===== config.mk =====
export PLATFORM = sky130hd
export DESIGN_NAME = mb_sync_tx_pacer_flat
export DESIGN_NICKNAME = d
export VERILOG_FILES = /design/src/rtl/mb_sync_pkg.sv /design/src/rtl/mb_sync_tx_pacer_if.sv /design/src/rtl/mb_src_fifo.sv /design/src/rtl/mb_sync_tx_pacer.sv /design/src/flat_wrapper.sv
export SDC_FILE = /design/constraint.sdc
export NUM_CORES = 1
export LEC_CHECK = 0
export ABC_AREA = 1
export CAP_MARGIN = 20
export CORE_ASPECT_RATIO = 1.1
export CORE_MARGIN = 5
export CORE_UTILIZATION = 50
export CTS_CLUSTER_SIZE = 8
export DETAILED_ROUTE_END_ITERATION = 7
export PLACE_DENSITY = 0.76
export SYNTH_ARGS = -nofsm -noshare
export SYNTH_HDL_FRONTEND = slang
export SYNTH_SLANG_ARGS = --single-unit

===== constraint.sdc =====
create_clock -name i_src_clock -period 1.95 [get_ports i_src_clock]
set_input_delay 0.39 -clock i_src_clock [delete_from_list [all_inputs] [get_ports i_src_clock]]
set_output_delay 0.39 -clock i_src_clock [all_outputs]
set_load 0.02 [all_outputs]

===== src/rtl/mb_sync_pkg.sv =====
// mb_sync_pkg: shared types and sizing helpers for the multibit-synchronizer source side.
package mb_sync_pkg;
   typedef enum logic [1:0] {IDLE, SEND, HOLD} pacer_state_t;
   function automatic int ptr_w(input int depth);
      return (depth > 1) ? $clog2(depth) : 1;
   endfunction
endpackage


===== src/rtl/mb_sync_tx_pacer_if.sv =====
// mb_sync_tx_pacer_if: upstream valid/ready stream plus paced word/pulse output toward mb_sync.
interface mb_sync_tx_pacer_if #(parameter int NB = 8, parameter int DEPTH = 4);
   logic [NB-1:0]          i_data;
   logic                   i_valid;
   logic                   o_ready;
   logic [NB-1:0]          o_data;
   logic                   o_valid;
   logic [$clog2(DEPTH):0] o_level;
   logic                   o_busy;
   modport slave (input i_data, i_valid, output o_ready, o_data, o_valid, o_level, o_busy);
   modport master (output i_data, i_valid, input o_ready, o_data, o_valid, o_level, o_busy);
endinterface


===== src/rtl/mb_src_fifo.sv =====
// mb_src_fifo: small source-clock FIFO with a combinational head word.
module mb_src_fifo
   import mb_sync_pkg::*;
#(
   parameter int NB    = 8,
   parameter int DEPTH = 4
) (
   input  logic                   i_src_clock,
   input  logic                   i_reset,
   input  logic                   i_push,
   input  logic                   i_pop,
   input  logic [NB-1:0]          i_wr_data,
   output logic [NB-1:0]          o_rd_data,
   output logic                   o_full,
   output logic                   o_empty,
   output logic [$clog2(DEPTH):0] o_level
);
   localparam int PW = ptr_w(DEPTH);
   localparam int LW = $clog2(DEPTH) + 1;
   logic [NB-1:0] r_mem [DEPTH];
   logic [PW-1:0] r_wr;
   logic [PW-1:0] r_rd;
   logic [LW-1:0] r_count;
   // storage needs no reset: only entries counted by r_count are ever read
   always_ff @(posedge i_src_clock)
      if (i_push) r_mem[r_wr] <= i_wr_data;
   always_ff @(posedge i_src_clock) begin
      if (i_reset) begin
         r_wr    <= '0;
         r_rd    <= '0;
         r_count <= '0;
      end else begin
         r_wr    <= i_push ? r_wr + PW'(1) : r_wr;
         r_rd    <= i_pop ? r_rd + PW'(1) : r_rd;
         r_count <= r_count + LW'(i_push) - LW'(i_pop);
      end
   end
   assign o_rd_data = r_mem[r_rd];
   assign o_full    = (r_count == LW'(DEPTH));
   assign o_empty   = (r_count == '0);
   assign o_level   = r_count;
endmodule


===== src/rtl/mb_sync_tx_pacer.sv =====
// mb_sync_tx_pacer: buffers a word stream and emits one word per o_valid pulse with an
// enforced low gap, so the downstream level synchronizer never misses a toggle.
module mb_sync_tx_pacer
   import mb_sync_pkg::*;
#(
   parameter int NB        = 8,
   parameter int DEPTH     = 4,
   parameter int PULSE_LEN = 1,
   parameter int GAP       = 8
) (
   input  logic                 i_src_clock,
   input  logic                 i_reset,
   mb_sync_tx_pacer_if.slave    io_bus
);
   localparam int LW = $clog2(DEPTH) + 1;
   localparam int CW = $clog2((PULSE_LEN > GAP) ? PULSE_LEN : GAP) + 1;
   if (DEPTH < 2 || (DEPTH & (DEPTH - 1)) != 0) begin : g_bad_depth
      $error("DEPTH must be a power of 2 and >= 2");
   end
   if (PULSE_LEN < 1) begin : g_bad_pulse
      $error("PULSE_LEN must be >= 1");
   end
   if (GAP < 1) begin : g_bad_gap
      $error("GAP must be >= 1");
   end
   pacer_state_t  r_state;
   logic [CW-1:0] r_cnt;
   logic [NB-1:0] r_data;
   logic          r_valid;
   logic [NB-1:0] w_head;
   logic          w_full;
   logic          w_empty;
   logic          w_push;
   logic          w_pop;
   logic [LW-1:0] w_level;
   assign w_push = io_bus.i_valid & ~w_full;
   assign w_pop  = (r_state == IDLE) & ~w_empty;
   mb_src_fifo #(.NB(NB), .DEPTH(DEPTH)) u_fifo (
      .i_src_clock (i_src_clock),
      .i_reset     (i_reset),
      .i_push      (w_push),
      .i_pop       (w_pop),
      .i_wr_data   (io_bus.i_data),
      .o_rd_data   (w_head),
      .o_full      (w_full),
      .o_empty     (w_empty),
      .o_level     (w_level)
   );
   // every word passes through IDLE, so pulses are spaced PULSE_LEN+GAP+1 cycles apart
   always_ff @(posedge i_src_clock) begin
      if (i_reset) begin
         r_state <= IDLE;
         r_cnt   <= '0;
         r_data  <= '0;
         r_valid <= 1'b0;
      end else begin
         case (r_state)
            IDLE: begin
               r_valid <= ~w_empty;
               if (~w_empty) begin
                  r_data  <= w_head;
                  r_cnt   <= '0;
                  r_state <= SEND;
               end
            end
            SEND: begin
               if (r_cnt == CW'(PULSE_LEN - 1)) begin
                  r_valid <= 1'b0;
                  r_cnt   <= '0;
                  r_state <= HOLD;
               end else begin
                  r_cnt <= r_cnt + CW'(1);
               end
            end
            HOLD: begin
               r_valid <= 1'b0;
               r_cnt   <= (r_cnt == CW'(GAP - 1)) ? r_cnt : r_cnt + CW'(1);
               r_state <= (r_cnt == CW'(GAP - 1)) ? IDLE : HOLD;
            end
            default: r_state <= IDLE;
         endcase
      end
   end
   assign io_bus.o_ready = ~w_full;
   assign io_bus.o_data  = r_data;
   assign io_bus.o_valid = r_valid;
   assign io_bus.o_level = w_level;
   assign io_bus.o_busy  = (r_state != IDLE) | (w_level != '0);
endmodule

===== src/flat_wrapper.sv =====
// flat-port wrapper written by rule: the top's interface ports become plain ports
module mb_sync_tx_pacer_flat import mb_sync_pkg::*;
#(
   parameter int NB        = 8,
   parameter int DEPTH     = 4,
   parameter int PULSE_LEN = 1,
   parameter int GAP       = 8
)
  (i_src_clock, i_reset, io_bus_i_data, io_bus_i_valid, io_bus_o_ready, io_bus_o_data, io_bus_o_valid, io_bus_o_level, io_bus_o_busy);
  mb_sync_tx_pacer_if #(.NB(NB), .DEPTH(DEPTH)) io_bus_i ();
  input  logic i_src_clock;
  input  logic i_reset;
  input wire logic [$bits(io_bus_i.i_data)-1:0] io_bus_i_data;
  input wire logic [$bits(io_bus_i.i_valid)-1:0] io_bus_i_valid;
  output wire logic [$bits(io_bus_i.o_ready)-1:0] io_bus_o_ready;
  output wire logic [$bits(io_bus_i.o_data)-1:0] io_bus_o_data;
  output wire logic [$bits(io_bus_i.o_valid)-1:0] io_bus_o_valid;
  output wire logic [$bits(io_bus_i.o_level)-1:0] io_bus_o_level;
  output wire logic [$bits(io_bus_i.o_busy)-1:0] io_bus_o_busy;
  assign io_bus_i.i_data = io_bus_i_data;
  assign io_bus_i.i_valid = io_bus_i_valid;
  assign io_bus_o_ready = io_bus_i.o_ready;
  assign io_bus_o_data = io_bus_i.o_data;
  assign io_bus_o_valid = io_bus_i.o_valid;
  assign io_bus_o_level = io_bus_i.o_level;
  assign io_bus_o_busy = io_bus_i.o_busy;
  mb_sync_tx_pacer #(.NB(NB), .DEPTH(DEPTH), .PULSE_LEN(PULSE_LEN), .GAP(GAP)) u_core (.i_src_clock(i_src_clock), .i_reset(i_reset), .io_bus(io_bus_i));
endmodule

# Word level (Yosys, flattened, before mapping)
# Memory sizes are Yosys's and may differ from the RTL's. A register that Yosys moved wholly into a read port is not among the register bits.
# Index checks and enable logic that the tools add are counted.
# totals
reg_bits,14
latchBits,0
ramBits,32
rom_bits,0
inputBits,11
output_inout_bits,14
mem_count,1
# mem_list
memory,depth,word_bits,rd,rd_clocked_by_memory_dff,write_ports,line_no,source
u_core.u_fifo.r_mem,4,8,1,1,1,mb_src_fifo.sv:20,logic [NB-1:0] r_mem [DEPTH];
# classes
add_sub_neg,5
n_mul,0
div,0
order_cmp,0
n_eq_ne,7
shift,0
muxes,12
bitwise_logic,5
reduce_logical,10
# op_table
operator,n
2-to-1 mux 4 bit,3
case mux 4 bit (3 select lines),1
2-to-1 mux 2 bit,3
case mux 2 bit (3 select lines),1
AND reduction 2 bit,3
nonzero test 3 bit,2
adder 2 x 1 -> 2 bit (second input constant),2
adder 4 x 1 -> 4 bit (second input constant),1
== test 4 x 3 -> 1 bit (second input constant),1
zero test 4 bit,1
inequality test 2 bit (second input constant),2
adder 3 x 1 -> 3 bit,1
== test 3 bit (second input constant),1
zero test 3 bit,1
2-to-1 mux 1 bit,3
case mux 1 bit (3 select lines),1
AND reduction 3 bit,1
subtractor 3 x 1 -> 3 bit,1
bitwise AND 1 bit,2
== test 2 x 1 -> 1 bit (second input constant),1
== test 2 bit (second input constant),1
zero test 2 bit,1
inequality test 2 x 1 -> 1 bit (second input constant),1
inverter 1 bit,2
2 further kinds,2

# Longest topological paths before layout
# Gate-level depths: netlist of run 1.
# depth
word_depth,5
depth_mapped,10
ltp_nobuf,10

# Cells and area by module
# From an unflattened synthesis of run 1, not the netlist that was laid out.
# unflattened
cells_unflattened,267
hier_area_um2,2551.2
# modules_own_cells
module,instances,cells_per_inst,area_per_inst_um2
mb_src_fifo,1,149,1717.9
mb_sync_tx_pacer,1,118,833.3

# Worst setup path after synthesis of run 1
# OpenSTA, ideal clock, no wires.
# synth_timing
kind,register to register
start,register u_core.r_state[0]
end,"register u_core.u_fifo.r_count[2], in the netlist u_core.u_fifo.o_level[2]"
setup_time_ns,0.121
t_arrival_ns,1.947
t_required_ns,1.829
path_slack_ns,-0.118
stages_incl_launch_ff,11
n_path_buf,0
cell_sequence,dfxtp_1 inv_1 ha_1 nand2_4 inv_4 ha_1 inv_1 ha_1 fa_1 o21ai_0 a21oi_1
# synth_between
elab_chain_len,3
# synth_rtl
element,line_no,source
"start, declared",mb_sync_tx_pacer.sv:26,pacer_state_t r_state;
"start signal, assigned",mb_sync_tx_pacer.sv:78,r_state <= (r_cnt == CW'(GAP - 1)) ? IDLE : HOLD;
zero test 2 bit,mb_sync_tx_pacer.sv:37,assign w_pop = (r_state == IDLE) & ~w_empty;
bitwise AND 1 bit,mb_sync_tx_pacer.sv:37,
net u_core.u_fifo.i_pop,mb_src_fifo.sv:11,"input logic i_pop,"
subtractor 3 x 1 -> 3 bit,mb_src_fifo.sv:35,r_count <= r_count + LW'(i_push) - LW'(i_pop);
"end signal, assigned",mb_src_fifo.sv:35,
"end, declared",mb_src_fifo.sv:23,logic [LW-1:0] r_count;
# The timed path passes the listed nets, and every way through them passes these cells.
# A chain may end at the register's enable or synchronous reset.

# Worst setup path in the final report of run 1
# layout_timing
start,register u_core.r_state[1]
end,"register u_core.u_fifo.r_count[2], in the netlist u_core.u_fifo.o_level[2]"
# The elaborated chain is that of the path after synthesis.

==> flow_summary.ini, run 1 <==
[route]
ant_nets = 0
wl_um = 4366
vias_per_cell = 5.284
drtIter0Drc = 58
dr.pass1.iters = 4
wl_per_cell_um = 13.35
vias = 1728
drc = 0

[sta]
fin_skew_ps = 9.911
holdWs_ps = 523.6
finalCriticalPeriod_ps = 1882
fmax_mhz = 531.3
drv_slew = 0
relSlewSlack_pct = 76.65
setup_viol = 0
rsz0062_at_grt = no
worst_slew_pin_slew_ps = 349.8
setup_tns_ps = 0
fin_crit_sh_pct = 96.53
finalHoldViolations = 0

[final_layout]
num-nets-final = 295
antennaDiodeCount = 0
final_area_sq_um = 2865
layout-drive-gt1-share_pct = 15.50
area_delta_synth_final_pct = 20.34
most-common-layout-cells = 47 x nor2_1, 32 x edfxtp_1, 24 x o21ai_0, 22 x clkdlybuf4s50_1, 20 x inv_1
final_common_cell = nor2_1

[setup_path]
crit_type = register to register
critPathCaptureType = register
start_kind = register
worstPathMaxFanout = 4
required_ps = 2150
critical_path_arrival_ps = 2080

[clock_network]
ctsHtreeMaxLevel = 2
ctsHoldBuffers = 0
clk_latency_ps = 300
clkTransAtPathRegs_ps = 100
cts_sinks = 54
tritoncts = done
ctsLongestPathBuffers = 2
cts-buffers-inserted = 5
root_buffer = clkbuf_8
post_cts_buffers = 0

[floorplan]
die_h_um = 82.38
fp-row-count = 26
num_io_pins = 25
coreArea_sq_um = 4619
die_area_sq_um = 6244
start_util_pct = 51.54
die_w_um = 75.80

[yosys]
ys_seq_area_share_pct = 58.85
synth_edf_count = 32
synth_simple_gate_area_share_pct = 15.45
yosysWarnings = 0
synth-xor-area-share_pct = 0.3678
syn_area_sq_um = 2381
syn-num-nets = 260
syn_avg_cell_area_sq_um = 10.13
synth_compound_area_share_pct = 11.25
synth_top_family_by_area = simple AND/OR/NAND/NOR gates
synth_fa_ha_area_share_pct = 7.672
netlist_instances = 235
yosys_most_used_dff = edfxtp_1
synth.top_cells.by_area = edfxtp_1 40%, dfxtp_1 18%, nor2_1 7.4%, ha_1 6.8%, o21ai_0 5.3%
async_flop_share_pct = 0
synth_area_leader_cell = edfxtp_1
synth_seq_cells = 54
synth.top_cell.area_share_pct = 40.36
synthMuxAreaShare_pct = 0
ys_types = 27

[global_routing]
met1_usage_pct = 19.81
grt_pass1_vias = 1554
gr-total-overflow = 0
grt-busiest-layer = met2
grt_first_pass_wirelength_um = 7107
grt_usage_pct = 15.27
gr-usage-met3_pct = 3.874
antenna_found_initial = 0
grt_max_degree = 19
met2_usage_pct = 24.23

[place]
hpwl_um = 3020
gp_congestion = 0.8788
place_area_sq_um = 2726
port_buffers = 24

[run]
max_cap_violations = 0

[power]
peakVddDrop_uv = 648.9
p_leak_uw = 0.001118
powerDensity_nw_per_um2 = 1495
finalPower_uw = 4284

[outcome]
status = finished, final reports clean

[worst_hold_path]
hp-class = register to register
[logic make-up after synthesis]
family | after synthesis
fa+ha+maj | 14
buf+inv | 33
flops | 54
compound gates | 51
simple gates | 82
xor+xnor | 1
[metrics by stage]
step           util, %  setup slack, ps  cells
2_1_floorplan        -            2.378    235
3_3_place_gp     59.02            86.80    319
3_5_place_dp     59.02            39.46    319
4_1_cts          61.51            21.95    327
5_1_grt          62.03            5.727    327
6_report         62.03            67.69    327
[sequential cells by signal (all words and copies together) (netlist names)]
name	count
u_core.io_bus.o_data	8
u_core.io_bus.o_valid	1
u_core.r_cnt	4
u_core.r_state	2
u_core.u_fifo.o_level	3
u_core.u_fifo.r_mem	32
u_core.u_fifo.r_rd	2
u_core.u_fifo.r_wr	2
[cells in the mapped netlist (4+ instances only)]
| cell type | n |
|---|---|
| o21ai_1 | 8 |
| nand2_2 | 4 |
| a21oi_1 | 9 |
| o22ai_1 | 8 |
| ha_1 | 13 |
| nand3_1 | 6 |
| o21ai_0 | 25 |
| edfxtp_1 | 32 |
| nor2_1 | 47 |
| inv_1 | 22 |
| inv_2 | 4 |
| nand2_1 | 16 |
| dfxtp_1 | 22 |
[layer usage]
metal  wire [um]  vias up  share of wire [%]
met5           0        -                  0
met4          75        0                1.7
met3         183        8                4.2
met2        2148       39                 49
met1        1959      814                 45
li1            -      867                  -
[area by class of cell]
cell class              count  area [sq um]
repair buffers             33         309.0
flip-flops and latches     54          1408
clock buffers               5         68.82
inverters                  28         112.6
fillers                   393          1754
multi-input cells         148         849.6
clock inverters             3         47.55
well taps                  56         70.07
[report_power, final]
group          leakage, uW  internal, uW  switching [uW]
combinational     0.000584           774            1140
clock            0.0000587           389             369
sequential        0.000476          1470             147
total              0.00112          2630            1650
[critical path: stages, from the launching register on]
cell	delay [ps]
dfxtp_2	370
inv_2	70
ha_4	170
nand2_4	70
inv_4	30
ha_1	260
inv_1	40
ha_2	180
fa_1	380
o21ai_1	150
a21oi_1	50
[final timing paths]
kind | slack, ps | endpoint | cells after the start | startpoint
max | 70 | u_core.u_fifo.o_level[2] | 10 | u_core.r_state[1]
min | 520 | u_core.io_bus.o_data[2] | 2 | u_core.io_bus.o_data[2]
max reg2reg | 70 | u_core.u_fifo.o_level[2] | 10 | u_core.r_state[1]
min reg2reg | 520 | u_core.io_bus.o_data[2] | 2 | u_core.io_bus.o_data[2]
[repair_timing]
item                                    in CTS  in global routing
endpoints found under the setup margin       1                  2
gates resized for setup                      1                  5
hold endpoints to repair                     0                  0
Power figures use the tool's default switching activity.
==> run 2: changes to the inputs <==
Settings changed: CORE_UTILIZATION 50 to 55, PLACE_DENSITY 0.76 to 0.79.
Clock period 1.95 ns to 2.27 ns, I/O delays scaled along.
==> flow_summary.ini, run 2 (synthesis gave the netlist of run 1 again) <==
[place]
dpl_worst_slack_ps = 149.1
place_area_sq_um = 2694
gp_congestion = 0.7934
hpwl_um = 2958
port_buffers = 24

[final_layout]
largest_reg_flops = 32
final_common_cell = nor2_1
antennaDiodeCount = 0
top_register = u_core.u_fifo.r_mem
final_util_pct = 66.03
area_delta_synth_final_pct = 17.97
layout-drive-gt1-share_pct = 11.19
final_area_sq_um = 2809
most-common-layout-cells = 47 x nor2_1, 32 x edfxtp_1, 25 x o21ai_0, 23 x clkdlybuf4s50_1
num-nets-final = 292

[clock_network]
tritoncts = done
ctsLongestPathBuffers = 2
ctsHoldBuffers = 0
clk_latency_ps = 300
clkTransAtPathRegs_ps = 90
cts-buffers-inserted = 5
root_buffer = clkbuf_8
ctsHtreeMaxLevel = 2
cts_sinks = 54

[floorplan]
num_io_pins = 25
fp-row-count = 25
die_area_sq_um = 5746
die_w_um = 72.74
start_util_pct = 55.97
coreArea_sq_um = 4254
die_h_um = 79.01

[sta]
relSlewSlack_pct = 76.06
fin_crit_sh_pct = 94.12
finalCriticalPeriod_ps = 2137
drv_slew = 0
fmax_mhz = 468.0
setup_viol = 0
rsz0062_at_grt = no
fin_ws_ps = 133.5
fin_skew_ps = 7.566
worst_slew_pin_slew_ps = 358.5
setup_tns_ps = 0
finalHoldViolations = 0

[setup_path]
crit_top_cell = ha_1
cp_slowest_cell = fa_1
critical_path_arrival_ps = 2330
max_stage_delay_ps = 380
start_kind = register
critPathCaptureType = register
worstPathMaxFanout = 10
required_ps = 2460
crit_type = register to register
cp_cell_sequence = inv_1, ha_1, nand2_4, inv_4, ha_1, inv_1, ha_1, fa_1, o21ai_0, a21oi_1

[route]
ant_nets = 0
drc = 0
wl_um = 4226
vias = 1668
vias_per_cell = 5.180
drtIter0Drc = 134
wl_per_cell_um = 13.12
dr.pass1.iters = 4

[power]
p_leak_uw = 0.001101
peakVddDrop_uv = 637.5
powerDensity_nw_per_um2 = 1272

[global_routing]
grt_usage_pct = 15.49
grt_max_degree = 19
gr-total-overflow = 0
grt_first_pass_wirelength_um = 6879
grt_pass1_vias = 1575
antenna_found_initial = 0

[outcome]
status = finished, final reports clean

[worst_hold_path]
hp-class = register to register

[run]
max_cap_violations = 0
## run 2: changes by cell type in the layout (fill, tap and decap cells not counted), moves of 2 or more
cell | before | now
dfxtp_2 | 5 | 0
inv_1 | 20 | 22
ha_1 | 11 | 13
buf_4 | 9 | 6
inv_2 | 6 | 4
dfxtp_1 | 17 | 22
## run 2: where the power goes
part,total (uW),switching [uW],internal [uW],leakage (uW)
combinational,1540,933,604,0.000568
sequential,1390,134,1250,0.000475
clock,647,312,334,0.0000587
total,3570,1380,2190,0.00110
## run 2: cell type report
type,instances,area [sq um]
fill,334,1445
clock inverter,3,47.55
clock buffer,5,68.82
sequential,54,1401
multi-input combinational,148,827.0
timing repair buffer,30,284.0
tap,54,67.56
inverter,28,112.6
## run 2: critical path, delay by kind of cell (launching register included)
kind,cells,cell delay (ps)
flip-flops,1,370
buffers and inverters,3,200
AO/OA/AOI/OAI,2,240
adder cells (fa/ha/maj),4,1120
AND/OR/NAND/NOR,1,100
## run 2: final timing paths
kind	from	endpoint	slack, ps	depth (start not counted)
max	u_core.r_state[0]	u_core.u_fifo.o_level[2]	130	10
min	u_core.io_bus.o_valid	u_core.io_bus.o_valid	520	2
max reg2reg	u_core.r_state[0]	u_core.u_fifo.o_level[2]	130	10
min reg2reg	u_core.io_bus.o_valid	u_core.io_bus.o_valid	520	2
## run 2: per-layer routing
metal | share of wire, % | vias to the layer above | track usage (%)
li1 | - | 859 | -
met1 | 42 | 753 | 18.01
met2 | 50 | 50 | 27.08
met3 | 6.4 | 6 | 4.557
met4 | 1.4 | 0 | 4.982
met5 | 0 | - | 0
## run 2: what timing repair did
action                                  CTS  global route
endpoints found under the setup margin    1             0
resized for setup                         1             0
buffers inserted                          0             0
## run 2: through the flow
step	hold slack (ps)	power, uW	instances
final	523.1	3572	322
after global routing	569.4	3828	322
after CTS	536.1	3591	322
after detailed placement	513.0	2958	314
after global placement	492.9	2923	314
after floorplan	482.2	2466	235
